### src/rtl/pc_fetch_ctrl_if.sv
// Bundle between the fetch controller and its neighbours: instruction memory,
// decode, the next-PC unit, plus halt and status signals.
interface pc_fetch_ctrl_if;
    logic        imem_req;
    logic [31:0] imem_addr;
    logic        imem_ack;
    logic [31:0] imem_rdata;
    logic [31:0] instr;
    logic        instr_valid;
    logic        instr_ready;
    logic [31:0] PC;
    logic        work_IF;
    logic        work_EX;
    logic [31:0] NPC;
    logic        npc_valid;
    logic        halt;
    logic [1:0]  err;
    logic [31:0] retired;

    // Fetch controller side
    modport master (
        output imem_req, imem_addr, instr, instr_valid, PC, work_IF, work_EX, err, retired,
        input  imem_ack, imem_rdata, instr_ready, NPC, npc_valid, halt
    );

    // Environment side (memory, decode, next-PC unit)
    modport slave (
        input  imem_req, imem_addr, instr, instr_valid, PC, work_IF, work_EX, err, retired,
        output imem_ack, imem_rdata, instr_ready, NPC, npc_valid, halt
    );
endinterface

### src/rtl/pc_fetch_ctrl.sv
// Program-counter fetch sequencer: request, wait for memory, hand the word to
// decode, let the next-PC unit resolve, then commit the new PC.
module pc_fetch_ctrl #(
    parameter logic [31:0] RESET_PC    = 32'h0000_3000,
    parameter int          ACK_TIMEOUT = 8
) (
    input  logic           clk,
    input  logic           rstn,
    pc_fetch_ctrl_if.master bus
);
    localparam int WAIT_W = (ACK_TIMEOUT < 2) ? 1 : $clog2(ACK_TIMEOUT);

    typedef enum logic [2:0] {IDLE, REQ, WAIT, ISSUE, EXEC, UPDATE, STOP} state_t;

    state_t              r_state;
    logic [31:0]         r_pc;
    logic [31:0]         r_instr;
    logic [31:0]         r_npc;
    logic [31:0]         r_retired;
    logic [1:0]          r_err;
    logic [WAIT_W-1:0]   r_wait_cnt;
    logic                r_imem_req;
    logic                r_instr_valid;
    logic                r_work_if;
    logic                r_work_ex;
    logic                r_halt_pend;

    always_ff @(posedge clk or negedge rstn) begin
        if (!rstn) begin
            r_state       <= IDLE;
            r_pc          <= RESET_PC;
            r_instr       <= '0;
            r_npc         <= '0;
            r_retired     <= '0;
            r_err         <= 2'b00;
            r_wait_cnt    <= '0;
            r_imem_req    <= 1'b0;
            r_instr_valid <= 1'b0;
            r_work_if     <= 1'b0;
            r_work_ex     <= 1'b0;
            r_halt_pend   <= 1'b0;
        end else begin
            // Halt outside an instruction boundary waits for the next UPDATE
            if (bus.halt && r_state != IDLE && r_state != UPDATE)
                r_halt_pend <= 1'b1;

            case (r_state)
                IDLE: begin
                    if (!bus.halt) begin
                        r_state    <= REQ;
                        r_imem_req <= 1'b1;
                        r_work_if  <= 1'b1;
                    end
                end
                REQ: begin
                    r_work_if  <= 1'b0;
                    r_wait_cnt <= '0;
                    r_state    <= WAIT;
                end
                WAIT: begin
                    if (bus.imem_ack) begin
                        r_instr       <= bus.imem_rdata;
                        r_imem_req    <= 1'b0;
                        r_instr_valid <= 1'b1;
                        r_state       <= ISSUE;
                    end else if (r_wait_cnt == WAIT_W'(ACK_TIMEOUT - 1)) begin
                        r_imem_req <= 1'b0;
                        if (r_err == 2'b00)
                            r_err <= 2'b10;
                        r_state    <= STOP;
                    end else begin
                        r_wait_cnt <= r_wait_cnt + WAIT_W'(1);
                    end
                end
                ISSUE: begin
                    if (bus.instr_ready) begin
                        r_instr_valid <= 1'b0;
                        r_work_ex     <= 1'b1;
                        r_state       <= EXEC;
                    end
                end
                EXEC: begin
                    if (bus.npc_valid) begin
                        r_npc     <= bus.NPC;
                        r_work_ex <= 1'b0;
                        r_state   <= UPDATE;
                    end
                end
                UPDATE: begin
                    if (r_npc[1:0] == 2'b00) begin
                        r_pc      <= r_npc;
                        r_retired <= r_retired + 32'd1;
                        if (bus.halt || r_halt_pend) begin
                            r_state <= STOP;
                        end else begin
                            r_state    <= REQ;
                            r_imem_req <= 1'b1;
                            r_work_if  <= 1'b1;
                        end
                    end else begin
                        if (r_err == 2'b00)
                            r_err <= 2'b01;
                        r_state <= STOP;
                    end
                end
                STOP: begin
                end
                default: r_state <= STOP;
            endcase
        end
    end

    assign bus.imem_req    = r_imem_req;
    assign bus.imem_addr   = r_pc;
    assign bus.PC          = r_pc;
    assign bus.instr       = r_instr;
    assign bus.instr_valid = r_instr_valid;
    assign bus.work_IF     = r_work_if;
    assign bus.work_EX     = r_work_ex;
    assign bus.err         = r_err;
    assign bus.retired     = r_retired;
endmodule

### src/flat_wrapper.sv
// flat-port wrapper written by rule: the top's interface ports become plain ports
module pc_fetch_ctrl_flat 
#(
    parameter logic [31:0] RESET_PC    = 32'h0000_3000,
    parameter int          ACK_TIMEOUT = 8
)
  (clk, rstn, bus_imem_req, bus_imem_addr, bus_instr, bus_instr_valid, bus_PC, bus_work_IF, bus_work_EX, bus_err, bus_retired, bus_imem_ack, bus_imem_rdata, bus_instr_ready, bus_NPC, bus_npc_valid, bus_halt);
  pc_fetch_ctrl_if bus_i ();
  input  logic clk;
  input  logic rstn;
  output wire logic [$bits(bus_i.imem_req)-1:0] bus_imem_req;
  output wire logic [$bits(bus_i.imem_addr)-1:0] bus_imem_addr;
  output wire logic [$bits(bus_i.instr)-1:0] bus_instr;
  output wire logic [$bits(bus_i.instr_valid)-1:0] bus_instr_valid;
  output wire logic [$bits(bus_i.PC)-1:0] bus_PC;
  output wire logic [$bits(bus_i.work_IF)-1:0] bus_work_IF;
  output wire logic [$bits(bus_i.work_EX)-1:0] bus_work_EX;
  output wire logic [$bits(bus_i.err)-1:0] bus_err;
  output wire logic [$bits(bus_i.retired)-1:0] bus_retired;
  input wire logic [$bits(bus_i.imem_ack)-1:0] bus_imem_ack;
  input wire logic [$bits(bus_i.imem_rdata)-1:0] bus_imem_rdata;
  input wire logic [$bits(bus_i.instr_ready)-1:0] bus_instr_ready;
  input wire logic [$bits(bus_i.NPC)-1:0] bus_NPC;
  input wire logic [$bits(bus_i.npc_valid)-1:0] bus_npc_valid;
  input wire logic [$bits(bus_i.halt)-1:0] bus_halt;
  assign bus_imem_req = bus_i.imem_req;
  assign bus_imem_addr = bus_i.imem_addr;
  assign bus_instr = bus_i.instr;
  assign bus_instr_valid = bus_i.instr_valid;
  assign bus_PC = bus_i.PC;
  assign bus_work_IF = bus_i.work_IF;
  assign bus_work_EX = bus_i.work_EX;
  assign bus_err = bus_i.err;
  assign bus_retired = bus_i.retired;
  assign bus_i.imem_ack = bus_imem_ack;
  assign bus_i.imem_rdata = bus_imem_rdata;
  assign bus_i.instr_ready = bus_instr_ready;
  assign bus_i.NPC = bus_NPC;
  assign bus_i.npc_valid = bus_npc_valid;
  assign bus_i.halt = bus_halt;
  pc_fetch_ctrl #(.RESET_PC(RESET_PC), .ACK_TIMEOUT(ACK_TIMEOUT)) u_core (.clk(clk), .rstn(rstn), .bus(bus_i));
endmodule
### config.mk
export PLATFORM = sky130hd
export DESIGN_NAME = pc_fetch_ctrl_flat
export DESIGN_NICKNAME = d
export VERILOG_FILES = /design/src/rtl/pc_fetch_ctrl_if.sv /design/src/rtl/pc_fetch_ctrl.sv /design/src/flat_wrapper.sv
export SDC_FILE = /design/constraint.sdc
export NUM_CORES = 1
export LEC_CHECK = 0
export CORE_ASPECT_RATIO = 1.2
export CORE_MARGIN = 2
export CORE_UTILIZATION = 50
export DETAILED_ROUTE_END_ITERATION = 10
export GPL_TIMING_DRIVEN = 0
export PLACE_DENSITY = 0.86
export SLEW_MARGIN = 20
export SYNTH_ARGS = -nofsm -noshare
export SYNTH_HDL_FRONTEND = slang
export SYNTH_SLANG_ARGS = --single-unit
### constraint.sdc
create_clock -name clk -period 4.2 [get_ports clk]
set_input_delay 0.84 -clock clk [delete_from_list [all_inputs] [get_ports clk]]
set_output_delay 0.84 -clock clk [all_outputs]
set_load 0.05 [all_outputs]
==> results.md <==
- After synthesis, the largest family of logic cells by area is simple AND/OR/NAND/NOR gates.
- The commonest register cell after synthesis is sky130_fd_sc_hd__dfrtp_1.
- The synthesized design contains 141 register bits.
- The simple-gate share of the synthesized area is 16.1%.
- The final antenna-violating net count is 0.
- For the worst-skew pair, the clock arrives at the later sink with an insertion delay of 410 ps.
- Final hold analysis gives a worst-case slack of 364 ps.
- The number of vias per cell after detailed routing is 5.14.
- The number of buffers on the longest clock path is 2.
- The via count of the routed design is 4711.
- The number of enable flip-flop cells after synthesis is 0.
- The worst setup path is launched from a register.
- The worst setup skew after layout is 10.4 ps.
- VDD sags by at most 0.283 mV.
- After filler insertion, the fill cell instance count of the layout stands at 778.
- For this run, design rule violations remaining after detail routing come to 0.
- In the synthesized netlist, the number of instances is 520.
- The final antenna diode count is 0.
- The async set or reset register ratio after synthesis is 100%.
- Ranked by instance count, the synthesized netlist is headed by 139 x sky130_fd_sc_hd__dfrtp_1, 110 x sky130_fd_sc_hd__nand2_1, 58 x sky130_fd_sc_hd__mux2_2.
- The count of final max-slew check failures is 0.
- The tightest slew margin relative to the limit is 45.5%.
- The count of input and output buffers is 203.
- The number of violations of the max-capacitance limit is 0.
- The overall global routing resource usage is 23.6%.
- The largest net degree at the start of global routing is 72.
- Of all nets on the critical path, the largest fanout is 3.
- The first-pass GRT wire length is 24.8 mm.
- The share of synthesized area spent on multiplexers is 11.8%.
- Sorting the synthesized cells by area gives the leading types as sky130_fd_sc_hd__dfrtp_1 56%, sky130_fd_sc_hd__mux2_2 11%, sky130_fd_sc_hd__nand2_1 6.7%.
- The area of the core region is 12100 sq um.
- STA classifies the critical path endpoint as an output port.
- The final-report setup violation count is 0.
- The total overflow left after global routing is 0.
- The congestion estimate from routability-driven global placement came to 0.816.
- The post-route clock period utilization is 64.7%.
- The post-route cell area is 9000 sq um.
- Summed over its instances, the top area cell type makes up 56.3% of the synthesized netlist area.
- The post-place instance area is 8450 sq um.
- OpenSTA, run right after detailed placement, puts the worst setup slack at 1660 ps.
- The post-synthesis average cell area is 11.9 sq um.
- The initial antenna violation count is 0.
- The number of hold violations in the final report is 0.
- From bottom edge to top edge, the die measures 126 microns.
- The static leakage is 4.28 nW.
- The area occupied by multi-input gates is 2220 sq um.
- Measured along the x axis, the die boundary spans 105 microns.
- The net count of the finished layout is 816.
- The number of different library cells used by synthesis comes to 52.
- For this design the ratio of total power to cell area is 410 nW/um^2.
- The first-iteration detailed-routing DRC count is 195.
- Summing the areas of all xor and xnor instances in the mapped netlist gives 4.53% of the synthesized area.
- TritonCTS built the clock tree.
- The critical path is of the reg -> out type.
- The final HPWL from detailed placement is 11.0 mm.
- The clock input transition at the sequential cells of the worst setup and hold paths is 60 ps.
- The worst path needs 2720 ps of the cycle, external delays included.
- In the final routed layout, each cell accounts on average for 16.7 microns.
- Row generation in the floorplan step produced 44 rows.
- Setup repair after global routing left no endpoint under its margin.
- The flow ran to the end, and the final reports show no timing, DRC or antenna violations.
- The netlist area before placement is 6180 sq um.
- In this run the number of H-tree levels came out at 4.
- The die area is 13300 sq um.
- The number of global-route vias before repair is 4923.
- The highest attainable clock frequency is 368 MHz.
- For this run, the number of Yosys warnings is 0.
- The iteration count of the initial detailed-routing pass is 4.
- sky130_fd_sc_hd__dfrtp_1 takes more of the synthesized area than any other cell.
- The share of the Yosys chip area taken by registers is 57.1%.
- The fraction of final layout cells with drive strength greater than 1 is 21.3%.
- At the pin with the least slew margin, the transition time is 811 ps.
- The tree is rooted in a sky130_fd_sc_hd__clkbuf_16.
- When the netlist entered floorplanning its net count stood at 593.
- The clock sink count is 141.
- The count of hold-fix buffers inserted at cts is 0.
- The area growth from synthesis to layout is 45.6%.
- Data arrives at the worst endpoint at 1880 ps.
- The clock buffer count from CTS is 17.
- The total wire length is 15.3 mm.
- The number of gates resized after CTS was 0.
- Setup slack closes at 1480 ps.
- The setup fix buffers added after clock tree synthesis is 0.
- Across the whole layout, storage elements account for 3530 sq um.
- sky130_fd_sc_hd__dfrtp_1 is the most common cell in the netlist.
- Cells fill 74.6% of the core in the end.
- For the worst setup path, the data required time is 3360 ps.
- The classification of the worst-slack hold path is in -> async.
- The starting density of the core is 51.3%.
- Pin placement for this block handled 204 I/O pins.
- The adder-cell share of the synthesized area is 0.607%.
- Summing the areas of all compound-gate instances in the mapped netlist gives 2.87% of the synthesized area.
[flip-flops by register name (all words and copies together), names as in the netlist]
name,count
u_core.bus.retired,32
u_core.bus.work_EX,1
u_core.bus.instr_valid,1
u_core.r_npc,32
u_core.bus.work_IF,1
u_core.bus.instr,32
u_core.r_wait_cnt,3
u_core.r_state,3
u_core.r_halt_pend,1
u_core.bus.PC,32
u_core.bus.err,2
u_core.bus.imem_req,1
[logic make-up after synthesis]
family / after synthesis
mux: 65
buf+inv: 61
xor+xnor: 32
simple gates: 189
fa+ha+maj: 3
compound gates: 29
flops: 141
[cell usage in the layout (no fill, tap or decap), types with 4 or more instances in the layout]
cell / Yosys / layout
sky130_fd_sc_hd__a21oi_1: 8 / 8
sky130_fd_sc_hd__clkinv_4: 0 / 4
sky130_fd_sc_hd__and3_1: 5 / 5
sky130_fd_sc_hd__inv_1: 6 / 6
sky130_fd_sc_hd__nand2_1: 110 / 110
sky130_fd_sc_hd__nand4_1: 11 / 11
sky130_fd_sc_hd__o21ai_0: 8 / 8
sky130_fd_sc_hd__nor2_1: 9 / 9
sky130_fd_sc_hd__nand3_1: 9 / 9
sky130_fd_sc_hd__dfrtp_1: 139 / 139
sky130_fd_sc_hd__mux2_2: 58 / 58
sky130_fd_sc_hd__xnor2_1: 17 / 17
sky130_fd_sc_hd__clkbuf_16: 0 / 17
sky130_fd_sc_hd__buf_6: 8 / 8
sky130_fd_sc_hd__clkdlybuf4s50_1: 0 / 202
sky130_fd_sc_hd__xor2_1: 15 / 15
sky130_fd_sc_hd__buf_2: 9 / 9
sky130_fd_sc_hd__and2_1: 4 / 4
sky130_fd_sc_hd__buf_4: 35 / 35
sky130_fd_sc_hd__nor3_1: 10 / 10
sky130_fd_sc_hd__mux2_1: 6 / 6
sky130_fd_sc_hd__clkinv_2: 0 / 5
[power by group]
| group | switching [mW] | total [mW] | internal (mW) |
|---|---|---|---|
| Clock | 0.572 | 1.39 | 0.814 |
| Combinational | 0.358 | 0.662 | 0.303 |
| Sequential | 0.110 | 1.64 | 1.53 |
| Total | 1.04 | 3.69 | 2.65 |
[worst max-delay path, cell delays in order, from the launching register on]
cell and delay (ps):
sky130_fd_sc_hd__dfstp_2 560, sky130_fd_sc_hd__buf_4 110, sky130_fd_sc_hd__clkdlybuf4s50_1 800
[routing by layer]
| layer | track usage (%) | wire [microns] | vias to the layer above |
|---|---|---|---|
| li1 | - | - | 2181 |
| met1 | 27.6 | 5950 | 2341 |
| met2 | 42.9 | 8270 | 167 |
| met3 | 5.02 | 810 | 22 |
| met4 | 7.97 | 257 | 0 |
| met5 | 0 | 0 | - |
[cell type report]
type	instances	area share [%]
plain buffers	54	4.50
clock buffers	18	4.77
clock inverters	14	1.38
inverters	7	0.292
multi-input cells	318	24.6
flip-flops and latches	141	39.2
well taps	161	2.24
repair buffers	204	22.9
[path summary, 6_finish.rpt]
path                              startpoint                    to  slack, ps  depth (start not counted)
hold / removal                          rstn  u_core.bus.instr[24]        360                          1
hold reg to reg             u_core.r_npc[29]     u_core.bus.PC[29]        460                          2
min in group clk            u_core.r_npc[29]     u_core.bus.PC[29]        460                          2
setup reg to reg           u_core.r_state[1]      u_core.r_npc[17]       2370                          6
setup / recovery           u_core.bus.PC[13]     bus_imem_addr[13]       1480                          2
max in group asynchronous               rstn     u_core.bus.PC[13]       3090                          2
[stage by stage]
step / power, mW / TNS, ps / instances
5_1_grt: 3.85 / 0 / 917
2_1_floorplan: 2.05 / 0 / 520
3_5_place_dp: 2.32 / 0 / 885
4_1_cts: 3.72 / 0 / 917
6_report: 3.69 / 0 / 917
3_3_place_gp: 2.29 / -417380 / 884
Power figures use the tool's default switching activity.
